**src/rtl/inst_mem_sync.sv**
```systemverilog
// inst_mem_sync: parametrised synchronous instruction memory.
// Fetch side is a valid/ready request with a registered response (1-cycle
// latency, full throughput while the consumer is ready). A program port
// loads words at run time and always wins over a fetch in the same cycle.
// Misaligned or out-of-range byte addresses return a NOP with rsp_fault set.
// Optional feature macro: INST_MEM_PARITY_EN (per-word even parity, rsp_perr).
module inst_mem_sync #(
  parameter int ADDR_W     = 32,
  parameter int DATA_W     = 32,
  parameter int DEPTH_LOG2 = 5
) (
  input  logic                  clk,
  input  logic                  rst,
  input  logic                  req_valid,
  output logic                  req_ready,
  input  logic [ADDR_W-1:0]     req_addr,
  output logic                  rsp_valid,
  input  logic                  rsp_ready,
  output logic [DATA_W-1:0]     rsp_inst,
  output logic                  rsp_fault,
  output logic                  rsp_perr,
  input  logic                  prog_we,
  input  logic [DEPTH_LOG2-1:0] prog_addr,
  input  logic [DATA_W-1:0]     prog_data,
  input  logic                  prog_pflip
);

  localparam int DEPTH = 1 << DEPTH_LOG2;

  // Storage is deliberately outside the reset domain: rst only flushes the
  // response pipeline, program contents survive it.
  logic [DATA_W-1:0]     mem_q [DEPTH];

  logic                  rsp_valid_q, rsp_valid_d;
  logic [DATA_W-1:0]     rsp_inst_q,  rsp_inst_d;
  logic                  rsp_fault_q, rsp_fault_d;
  logic                  accept;
  logic                  fault;
  logic [DEPTH_LOG2-1:0] idx;

  // A write cycle blocks fetches, so a read never races a write to the array.
  assign req_ready = !rst && !prog_we && (!rsp_valid_q || rsp_ready);
  assign accept    = req_valid && req_ready;
  assign idx       = req_addr[DEPTH_LOG2+1:2];
  // Any address bit above the word index set means past the end; no aliasing.
  assign fault     = (req_addr[1:0] != 2'b00) ||
                     ((req_addr >> (DEPTH_LOG2 + 2)) != '0);

  // Program port: write at the edge, ignored while in reset.
  always_ff @(posedge clk) begin
    if (prog_we && !rst) mem_q[prog_addr] <= prog_data;
  end

  // Response next-state: load on accept, drop valid once consumed, else hold.
  always_comb begin
    rsp_valid_d = rsp_valid_q;
    rsp_inst_d  = rsp_inst_q;
    rsp_fault_d = rsp_fault_q;
    if (accept) begin
      rsp_valid_d = 1'b1;
      rsp_fault_d = fault;
      rsp_inst_d  = fault ? '0 : mem_q[idx];
    end else if (rsp_ready) begin
      rsp_valid_d = 1'b0;
    end
  end

  // Response registers with synchronous reset.
  always_ff @(posedge clk) begin
    if (rst) begin
      rsp_valid_q <= 1'b0;
      rsp_inst_q  <= '0;
      rsp_fault_q <= 1'b0;
    end else begin
      rsp_valid_q <= rsp_valid_d;
      rsp_inst_q  <= rsp_inst_d;
      rsp_fault_q <= rsp_fault_d;
    end
  end

  assign rsp_valid = rsp_valid_q;
  assign rsp_inst  = rsp_inst_q;
  assign rsp_fault = rsp_fault_q;

`ifdef INST_MEM_PARITY_EN
  logic par_q [DEPTH];
  logic rsp_perr_q, rsp_perr_d;

  // Parity store; prog_pflip lets software plant a bad parity bit.
  always_ff @(posedge clk) begin
    if (prog_we && !rst) par_q[prog_addr] <= (^prog_data) ^ prog_pflip;
  end

  // Parity check only on a real read; a faulted fetch never touches memory.
  always_comb begin
    rsp_perr_d = rsp_perr_q;
    if (accept) rsp_perr_d = !fault && ((^mem_q[idx]) != par_q[idx]);
  end

  // Parity flag registered alongside the rest of the response.
  always_ff @(posedge clk) begin
    if (rst) rsp_perr_q <= 1'b0;
    else     rsp_perr_q <= rsp_perr_d;
  end

  assign rsp_perr = rsp_perr_q;
`else
  logic unused_pflip;
  assign unused_pflip = prog_pflip;
  assign rsp_perr     = 1'b0;
`endif

endmodule

```
**config.mk**
```make
export PLATFORM = sky130hd
export DESIGN_NAME = inst_mem_sync
export DESIGN_NICKNAME = d
export VERILOG_FILES = /design/src/rtl/inst_mem_sync.sv
export SDC_FILE = /design/constraint.sdc
export NUM_CORES = 1
export LEC_CHECK = 0
export CAP_MARGIN = 40
export CELL_PAD_IN_SITES_DETAIL_PLACEMENT = 1
export CELL_PAD_IN_SITES_GLOBAL_PLACEMENT = 1
export CORE_MARGIN = 2
export CORE_UTILIZATION = 58
export CTS_CLUSTER_DIAMETER = 60
export DETAILED_ROUTE_END_ITERATION = 8
export PLACE_DENSITY_LB_ADDON = 0.1
export SYNTH_ARGS = -nofsm -noshare
export SYNTH_HDL_FRONTEND = slang
export SYNTH_SLANG_ARGS = --single-unit
export TNS_END_PERCENT = 50
```
**constraint.sdc**
```tcl
create_clock -name clk -period 6.4 [get_ports clk]
set_clock_uncertainty 0.05 [all_clocks]
set_input_delay 0.96 -clock clk [delete_from_list [all_inputs] [get_ports clk]]
set_output_delay 0.96 -clock clk [all_outputs]
set_load 0.01 [all_outputs]
```
==> results of run 1 <==
==> area by class of cell <==
class	instances	share of cell area, %
antenna	3	0.0160
clock inverter	45	0.890
tap	882	2.35
clock buffer	152	6.54
multi-input combinational	782	17.8
sequential	1058	67.0
timing repair buffer	220	5.41
==> path summary, 6_finish.rpt <==
path	to	cells after the start	slack, ns	start
worst min register to register	rsp_inst[2]	1	0.42	rsp_inst[2]
worst max register to register	rsp_inst[4]	5	3.98	rsp_valid
worst max-delay path	rsp_inst[24]	7	2.49	req_addr[3]
worst min-delay path	rsp_inst[2]	1	0.42	rsp_inst[2]
==> through the flow <==
step / instances / util (%) / setup slack, ns
6_report: 3142 / 68.5 / 2.49
5_1_grt: 3139 / 68.5 / 2.55
4_1_cts: 3134 / 68.4 / 2.66
3_5_place_dp: 2937 / 63.3 / 2.02
3_3_place_gp: 2890 / 62.0 / 2.14
2_1_floorplan: 1950 / - / 2.83
==> logic make-up (layout without fill, tap and decap cells) <==
kind of cell | after synthesis | after routing | share of synthesized area [%]
flops | 1058 | 1058 | 78.5
simple gates | 199 | 199 | 2.44
buf+inv | 110 | 417 | 1.28
other cells | 1 | 4 | 0.00937
compound gates | 217 | 217 | 4.02
mux | 365 | 365 | 13.7
==> report_power, final <==
group,total (W),switching (W),internal (W),leakage (nW)
Clock,0.00621,0.00260,0.00361,1.72
Sequential,0.00765,0.0000134,0.00764,9.49
Combinational,0.000664,0.000404,0.000260,4.14
Total,0.0145,0.00302,0.0115,15.3
==> routing by layer <==
metal	vias up	GRT usage, %	part of all wire, %
met5	-	0	0
met4	0	12.7	4.0
met3	221	5.48	8.0
met2	1062	52.6	50
met1	11100	43.1	38
li1	8572	-	-
==> state kept, by name, indices dropped and copies added, names as in the netlist <==
| name | flops |
|---|---|
| rsp_valid | 1 |
| mem_q | 1024 |
| rsp_fault | 1 |
| rsp_inst | 32 |
==> placed cells by master, fill, tap and decap left out, types with 23 or more instances in the layout <==
cell type	n
nand3_1	26
a22oi_1	77
o22ai_1	73
clkbuf_1	24
nor2_1	68
buf_8	30
a22o_1	23
clkdlybuf4s50_1	105
clkbuf_16	108
edfxtp_1	1024
mux2i_1	218
dfxtp_1	34
buf_4	58
mux4_2	147
nor2_4	32
==> worst register-to-register path, delay by kind of cell (launching register included) <==
family	cells	cell delay, ns
simple gates	3	1.12
flops	1	0.32
compound gates	2	0.87
==> impl_metrics.py, run 1 <==
metrics = {
    "cts": {
        "clk_latency_ns": 0.67,
        "cts_tree": "yes",
        "numCtsBuffers": 106,
        "cts_resized": 0,
        "hold_buffers": 0,
        "clkSinkCount": 1058,
        "cts_buffer_depth": 3,
        "cts_setup_buffers": 0,
        "root_buffer": "clkbuf_16",
        "clk_pin_slew_ns": 0.06,
        "cts-htree-levels": 3,
    },
    "floorplanning": {
        "die_area_um2": 71100,
        "coreArea_um2": 68500,
        "rows": 96,
        "ios": 111,
        "die_h_um": 267,
        "start_util_pct": 58.5,
        "die_w_um": 267,
    },
    "layout": {
        "finalNetCount": 2243,
        "drive_gt1_share_pct": 21.0,
        "seqCellArea_um2": 31400,
        "multi_input_area_um2": 8360,
        "nFillCells": 5347,
        "final_cell_area_um2": 46900,
        "area_growth_pct": 17.3,
    },
    "timing": {
        "rsz0062_at_grt": "false",
        "hold_viol": 0,
        "setup-tns-final_ns": 0,
        "finalSetupViolCount": 0,
        "fin_crit_sh_pct": 61.1,
        "worst_pin_slew_ns": 1.12,
        "min_period_ns": 3.91,
        "hold_ws_ns": 0.417,
        "max_freq_mhz": 256,
        "drv_slew": 0,
        "worst_slew_margin_rel_pct": 25.1,
    },
    "routing": {
        "dr.pass1.iters": 6,
        "drtIter0Drc": 2496,
        "wl_per_cell_um": 35.4,
        "post_drt_via_cell_ratio": 6.68,
        "drc": 0,
        "wl_um": 111000,
        "antenna_left": 0,
        "via_count": 21000,
    },
    "grt": {
        "first_global_vias": 22200,
        "grt_max_degree": 102,
        "grt_usage_pct": 32.0,
        "gr-total-overflow": 0,
        "antenna_found_initial": 3,
        "grt_pass1_wl_um": 159000,
    },
    "placement": {
        "place_area_um2": 43400,
        "finalWeightedCongestion": 0.764,
        "dp_hpwl_um": 64800,
        "numPortBuffers": 108,
    },
    "logic_synthesis": {
        "netlist_area_um2": 40000,
        "synth-main-ff-cell": "edfxtp_1",
        "synth-async-reset-ratio_pct": 0,
        "ys_top_cells_by_count": "1,024 x edfxtp_1, 218 x mux2i_1, 147 x mux4_2, 100 x nor2_1, 77 x a22oi_1",
        "synth-edff-count": 1024,
        "ys_warn_count": 0,
        "synth_top_area_share_pct": 76.8,
        "syn_inst": 1950,
        "synth_seq_cells": 1058,
        "yosysMostFrequentCell": "edfxtp_1",
        "syn_area_per_cell_um2": 20.5,
        "ys_types": 38,
        "yosys.area.top_type": "edfxtp_1",
        "synth.net_count": 2025,
        "seq_area_frac_synth_pct": 78.5,
        "synth_area_leaders": "edfxtp_1 77%, mux4_2 8.3%, mux2i_1 5.5%, dfxtp_1 1.7%, a22oi_1 1.4%",
    },
    "power_and_ir_drop": {
        "p_per_area_nw_per_um2": 309,
        "peakVddDrop_uv": 240,
        "p_total_w": 0.0145,
        "p_leak_nw": 15.3,
    },
    "worst_setup_path": {
        "path_cells": "clkdlybuf4s50_1 > or3b_1 > buf_4 > nor2_1 > nor4_1 > a2111oi_2 > a21o_1",
        "cpLargestDelayFamily": "simple AND/OR/NAND/NOR gates",
        "critPathKind": "primary input to flip-flop",
        "cp.buffers_inverters": 2,
        "endpoint_kind": "flip-flop",
        "critPathSlowestCell": "clkdlybuf4s50_1",
        "cp_max_fo": 18,
        "critical_path_arrival_ns": 4.41,
        "crit_path_start_kind": "primary input",
        "cp.required_ns": 6.90,
        "cpPeakStageDelay_ns": 1.03,
    },
    "job": {
        "maxCapViolCount": 0,
    },
    "run_status": {
        "status": "finished, final reports clean",
    },
    "min_path": {
        "holdCritPathClass": "flip-flop to flip-flop",
    },
}
Note: power is estimated with default switching activity, not from simulation.
==> inputs of run 2 (changes only) <==
--- a/config.mk
+++ b/config.mk
@@ -9,7 +9,7 @@
 export CELL_PAD_IN_SITES_DETAIL_PLACEMENT = 1
 export CELL_PAD_IN_SITES_GLOBAL_PLACEMENT = 1
 export CORE_MARGIN = 2
-export CORE_UTILIZATION = 58
+export CORE_UTILIZATION = 49
 export CTS_CLUSTER_DIAMETER = 60
 export DETAILED_ROUTE_END_ITERATION = 8
 export PLACE_DENSITY_LB_ADDON = 0.1
==> constraint.sdc (replaced) <==
create_clock -name clk -period 3.35 [get_ports clk]
set_clock_uncertainty 0.05 [all_clocks]
set_input_delay 0.5025 -clock clk [delete_from_list [all_inputs] [get_ports clk]]
set_output_delay 0.5025 -clock clk [all_outputs]
set_load 0.01 [all_outputs]
==> impl_metrics.py, run 2 (synthesized netlist as in run 1, its figures left out) <==
metrics = {
    "run_status": {
        "status": "finished, final reports clean",
    },
    "timing": {
        "finalSetupViolCount": 0,
        "hold_viol": 0,
        "worst_pin_slew_ns": 0.969,
        "min_period_ns": 2.54,
        "setup-tns-final_ns": 0,
        "fin_crit_sh_pct": 75.9,
        "rsz0062_at_grt": "false",
        "max_freq_mhz": 393,
        "drv_slew": 0,
        "worst_slew_margin_rel_pct": 35.2,
        "hold_ws_ns": 0.425,
    },
    "worst_setup_path": {
        "cp.buffers_inverters": 2,
        "endpoint_kind": "primary output",
        "critPathKind": "primary input to primary output",
        "cpPeakStageDelay_ns": 0.56,
        "crit_top_cell": "clkdlybuf4s50_1",
        "cpLargestDelayFamily": "buffers and inverters",
        "critPathSlowestCell": "clkdlybuf4s50_1",
        "critical_path_arrival_ns": 1.99,
        "cp.required_ns": 2.80,
        "cp_max_fo": 6,
        "path_cells": "clkdlybuf4s50_1 > nor2_1 > and2_1 > clkdlybuf4s50_1",
        "crit_path_start_kind": "primary input",
    },
    "power_and_ir_drop": {
        "p_leak_nw": 15.4,
        "peakVddDrop_uv": 489,
        "p_per_area_nw_per_um2": 579,
    },
    "routing": {
        "wl_um": 106000,
        "wl_per_cell_um": 31.8,
        "post_drt_via_cell_ratio": 6.17,
        "antenna_left": 0,
        "drc": 0,
        "drtIter0Drc": 2068,
        "via_count": 20600,
        "dr.pass1.iters": 5,
    },
    "layout": {
        "diodes": 0,
        "drive_gt1_share_pct": 21.1,
        "regMostFlops": "mem_q",
        "finalNetCount": 2263,
        "area_growth_pct": 18.6,
        "final_common_cell": "edfxtp_1",
        "largest_register_ffs": 1024,
        "most-common-layout-cells": "1,024 x edfxtp_1, 218 x mux2i_1, 147 x mux4_2",
    },
    "placement": {
        "dp_hpwl_um": 59400,
        "finalWeightedCongestion": 0.748,
        "numPortBuffers": 108,
    },
    "floorplanning": {
        "die_h_um": 290,
        "start_util_pct": 49.6,
        "die_area_um2": 84000,
        "ios": 111,
        "die_w_um": 290,
        "coreArea_um2": 80700,
        "rows": 104,
    },
    "cts": {
        "clk_pin_slew_ns": 0.06,
        "numCtsBuffers": 107,
        "cts_tree": "yes",
        "cts_setup_buffers": 0,
        "clkSinkCount": 1058,
        "cts-htree-levels": 3,
        "clk_latency_ns": 0.66,
        "cts_buffer_depth": 3,
        "cts_resized": 0,
        "hold_buffers": 0,
        "root_buffer": "clkbuf_16",
    },
    "job": {
        "maxCapViolCount": 0,
    },
    "grt": {
        "grt_pass1_wl_um": 152000,
        "antenna_found_initial": 5,
        "grt_max_degree": 51,
        "first_global_vias": 21600,
        "gr-total-overflow": 0,
        "grt_usage_pct": 25.8,
    },
    "min_path": {
        "holdCritPathClass": "flip-flop to flip-flop",
    },
}
==> run 2: where the power goes <==
part | switching, W | total [W] | internal [W] | leakage, nW
Sequential | 0.0000216 | 0.0146 | 0.0146 | 9.49
Clock | 0.00486 | 0.0116 | 0.00675 | 1.66
Combinational | 0.000741 | 0.00126 | 0.000522 | 4.27
Total | 0.00563 | 0.0275 | 0.0219 | 15.4
==> run 2: worst paths after layout <==
check	start	endpoint	slack (ns)	depth (start not counted)
setup / recovery	rst	req_ready	0.81	4
hold / removal	rsp_inst[19]	rsp_inst[19]	0.42	1
setup reg to reg	rsp_valid	rsp_inst[30]	1.02	6
hold reg to reg	rsp_inst[19]	rsp_inst[19]	0.42	1
==> run 2: through the flow <==
step / total power, W / util [%] / worst slack (ns) / cells / cell area, um2
finish: 0.0275 / 58.8 / 0.808 / 3338 / 47500
detailed placement: 0.0161 / 54.4 / 0.262 / 3128 / 43900
CTS: 0.0277 / 58.6 / 0.813 / 3327 / 47300
floorplan: 0.0155 / - / 0.239 / 1950 / 40000
global route: 0.0282 / 58.8 / 0.774 / 3338 / 47500
global placement: 0.0161 / 54.1 / 0.345 / 3111 / 43600
==> run 2: per-layer routing <==
metal  global-route usage, %  vias to the layer above  share of wire [%]
met5                       0                        -              0.021
met4                    6.22                        4                1.8
li1                        -                     8613                  -
met3                    4.34                      123                7.4
met1                    38.7                    11100                 44
met2                    40.0                      775                 47
==> run 2: layout make-up <==
type / instances / area [um2]
multi-input cells: 782 / 8360
fillers: 6848 / 33200
well taps: 1060 / 1330
repair buffers: 239 / 2920
clock buffers: 148 / 3000
flip-flops and latches: 1058 / 31400
clock inverters: 51 / 430
==> run 2: worst reg2reg max path: cells and delay by family, from the launching register on <==
| kind | cells | cell delay, ns |
|---|---|---|
| flip-flops | 1 | 0.31 |
| AO/OA/AOI/OAI | 1 | 0.20 |
| buffers and inverters | 1 | 0.37 |
| AND/OR/NAND/NOR | 4 | 1.32 |
==> inputs of run 3 (changes only) <==
==> constraint.sdc (replaced) <==
create_clock -name clk -period 2.15 [get_ports clk]
set_clock_uncertainty 0.05 [all_clocks]
set_input_delay 0.3225 -clock clk [delete_from_list [all_inputs] [get_ports clk]]
set_output_delay 0.3225 -clock clk [all_outputs]
set_load 0.01 [all_outputs]
==> impl_metrics.py, run 3 (synthesized netlist as in run 1, its figures left out) <==
metrics = {
    "timing": {
        "finalSetupViolCount": 0,
        "worst_slew_margin_rel_pct": 59.9,
        "max_freq_mhz": 480,
        "min_period_ns": 2.08,
        "rsz0062_at_grt": "true",
        "hold_viol": 0,
        "fin_crit_sh_pct": 96.9,
        "worst_pin_slew_ns": 0.602,
        "drv_slew": 0,
        "hold_ws_ns": 0.304,
    },
    "routing": {
        "post_drt_via_cell_ratio": 6.08,
        "via_count": 21200,
        "wl_um": 112000,
        "wl_per_cell_um": 32.1,
        "antenna_left": 0,
        "dr.pass1.iters": 5,
        "drtIter0Drc": 2054,
        "drc": 0,
    },
    "worst_setup_path": {
        "endpoint_kind": "flip-flop",
        "cp_max_fo": 8,
        "r2r_start": "rsp_valid",
        "ff2ff_path_depth": 6,
        "critPathKind": "primary input to flip-flop",
        "r2r-end": "rsp_inst[19]",
        "critical_path_arrival_ns": 2.64,
        "regToRegSetupSlack_ns": 0.17,
        "crit_path_start_kind": "primary input",
        "cp.required_ns": 2.71,
    },
    "floorplanning": {
        "start_util_pct": 49.6,
        "ios": 111,
        "die_area_um2": 84000,
        "die_w_um": 290,
        "rows": 104,
        "coreArea_um2": 80700,
        "die_h_um": 290,
    },
    "layout": {
        "diodes": 0,
        "largest_register_ffs": 1024,
        "utilization_pct": 61.1,
        "final_common_cell": "edfxtp_1",
        "multi_input_area_um2": 8440,
        "most-common-layout-cells": "1,024 x edfxtp_1, 218 x mux2i_1, 161 x buf_4",
        "nFillCells": 6746,
        "regMostFlops": "mem_q",
        "seqCellArea_um2": 31400,
        "drive_gt1_share_pct": 26.4,
        "area_growth_pct": 23.1,
        "finalNetCount": 2397,
    },
    "grt": {
        "first_global_vias": 22600,
        "grt_max_degree": 40,
        "grt_pass1_wl_um": 161000,
        "grt_usage_pct": 27.0,
        "antenna_found_initial": 0,
        "gr-total-overflow": 0,
    },
    "cts": {
        "clk_latency_ns": 0.68,
        "clk_pin_slew_ns": 0.06,
        "cts_buffer_depth": 3,
        "cts_tree": "yes",
        "cts-htree-levels": 3,
        "root_buffer": "clkbuf_16",
        "numCtsBuffers": 111,
        "hold_buffers": 0,
        "clkSinkCount": 1058,
    },
    "placement": {
        "numPortBuffers": 108,
        "dp_hpwl_um": 69600,
        "finalWeightedCongestion": 0.812,
    },
    "run_status": {
        "status": "finished, final reports clean",
    },
    "power_and_ir_drop": {
        "peakVddDrop_uv": 821,
        "p_per_area_nw_per_um2": 910,
        "p_leak_nw": 16.4,
    },
    "min_path": {
        "min-delay-start": "req_addr[6]",
        "holdCritPathClass": "primary input to flip-flop",
        "min_path_cells": 4,
        "worstHoldEndpoint": "rsp_inst[0]",
    },
    "job": {
        "maxCapViolCount": 0,
    },
}
run 3: cell count changes in the layout (fill, tap and decap cells not counted), sizes merged:
cell / change
clkdlybuf4s50: -2
clkinvlp: -3
dlygate4sd2: +2
buf: +130
bufinv: +7
clkinv: +2
inv: +3
run 3: repair_timing:
action	in CTS	in global routing
pin swaps	1	1
buffers inserted	4	0
endpoints found under the setup margin	35	7
gates resized for setup	8	8
run 3: cell type report:
| type | instances | share of cell area (%) |
|---|---|---|
| clock buffer | 148 | 6.36 |
| clock inverter | 60 | 1.36 |
| tap | 1060 | 2.69 |
| multi-input combinational | 782 | 17.1 |
| sequential | 1058 | 63.8 |
| timing repair buffer | 369 | 8.68 |
run 3: worst max-delay path by stage:
stage,start,endpoint,cells past startpoint
2_1_floorplan,prog_addr[3],mem_q[1][0],2
3_3_place_gp,req_addr[18],rsp_inst[7],8
3_5_place_dp,req_addr[18],rsp_inst[30],8
4_1_cts,req_addr[18],rsp_inst[30],8
5_1_grt,req_addr[19],rsp_inst[6],8
6_report,req_addr[19],rsp_inst[19],8
run 3: stage by stage:
stage | instance area (um2) | power [W] | TNS, ns | setup WS (ns) | cells
global placement | 45400 | 0.0254 | -166.77 | -0.894 | 3265
finish | 49300 | 0.0448 | 0 | 0.0665 | 3477
global route | 49300 | 0.0459 | 0 | 0.00109 | 3477
floorplan | 40100 | 0.0242 | -195.79 | -0.465 | 1950
CTS | 49200 | 0.0451 | 0 | 0.0173 | 3477
detailed placement | 45400 | 0.0254 | -196.90 | -1.06 | 3265
run 3: per-layer routing:
layer | GRT usage, % | share of wire, % | routed length, um
met5 | 0 | 0 | 0
met4 | 6.94 | 2.1 | 2350
met3 | 3.51 | 5.6 | 6190
met2 | 44.7 | 50 | 55400
met1 | 38.2 | 43 | 47700
run 3: critical path, stage by stage:
cell and delay, ns:
clkdlybuf4s50_1 0.45, nor4_4 0.37, buf_4 0.22, nand4_1 0.09
or4_4 0.55, buf_6 0.19, a2111oi_2 0.34, a21o_1 0.12
run 3: power breakdown:
group	internal [W]	switching, W
logic	0.000960	0.00129
clock network	0.0119	0.00794
registers	0.0227	0.0000350
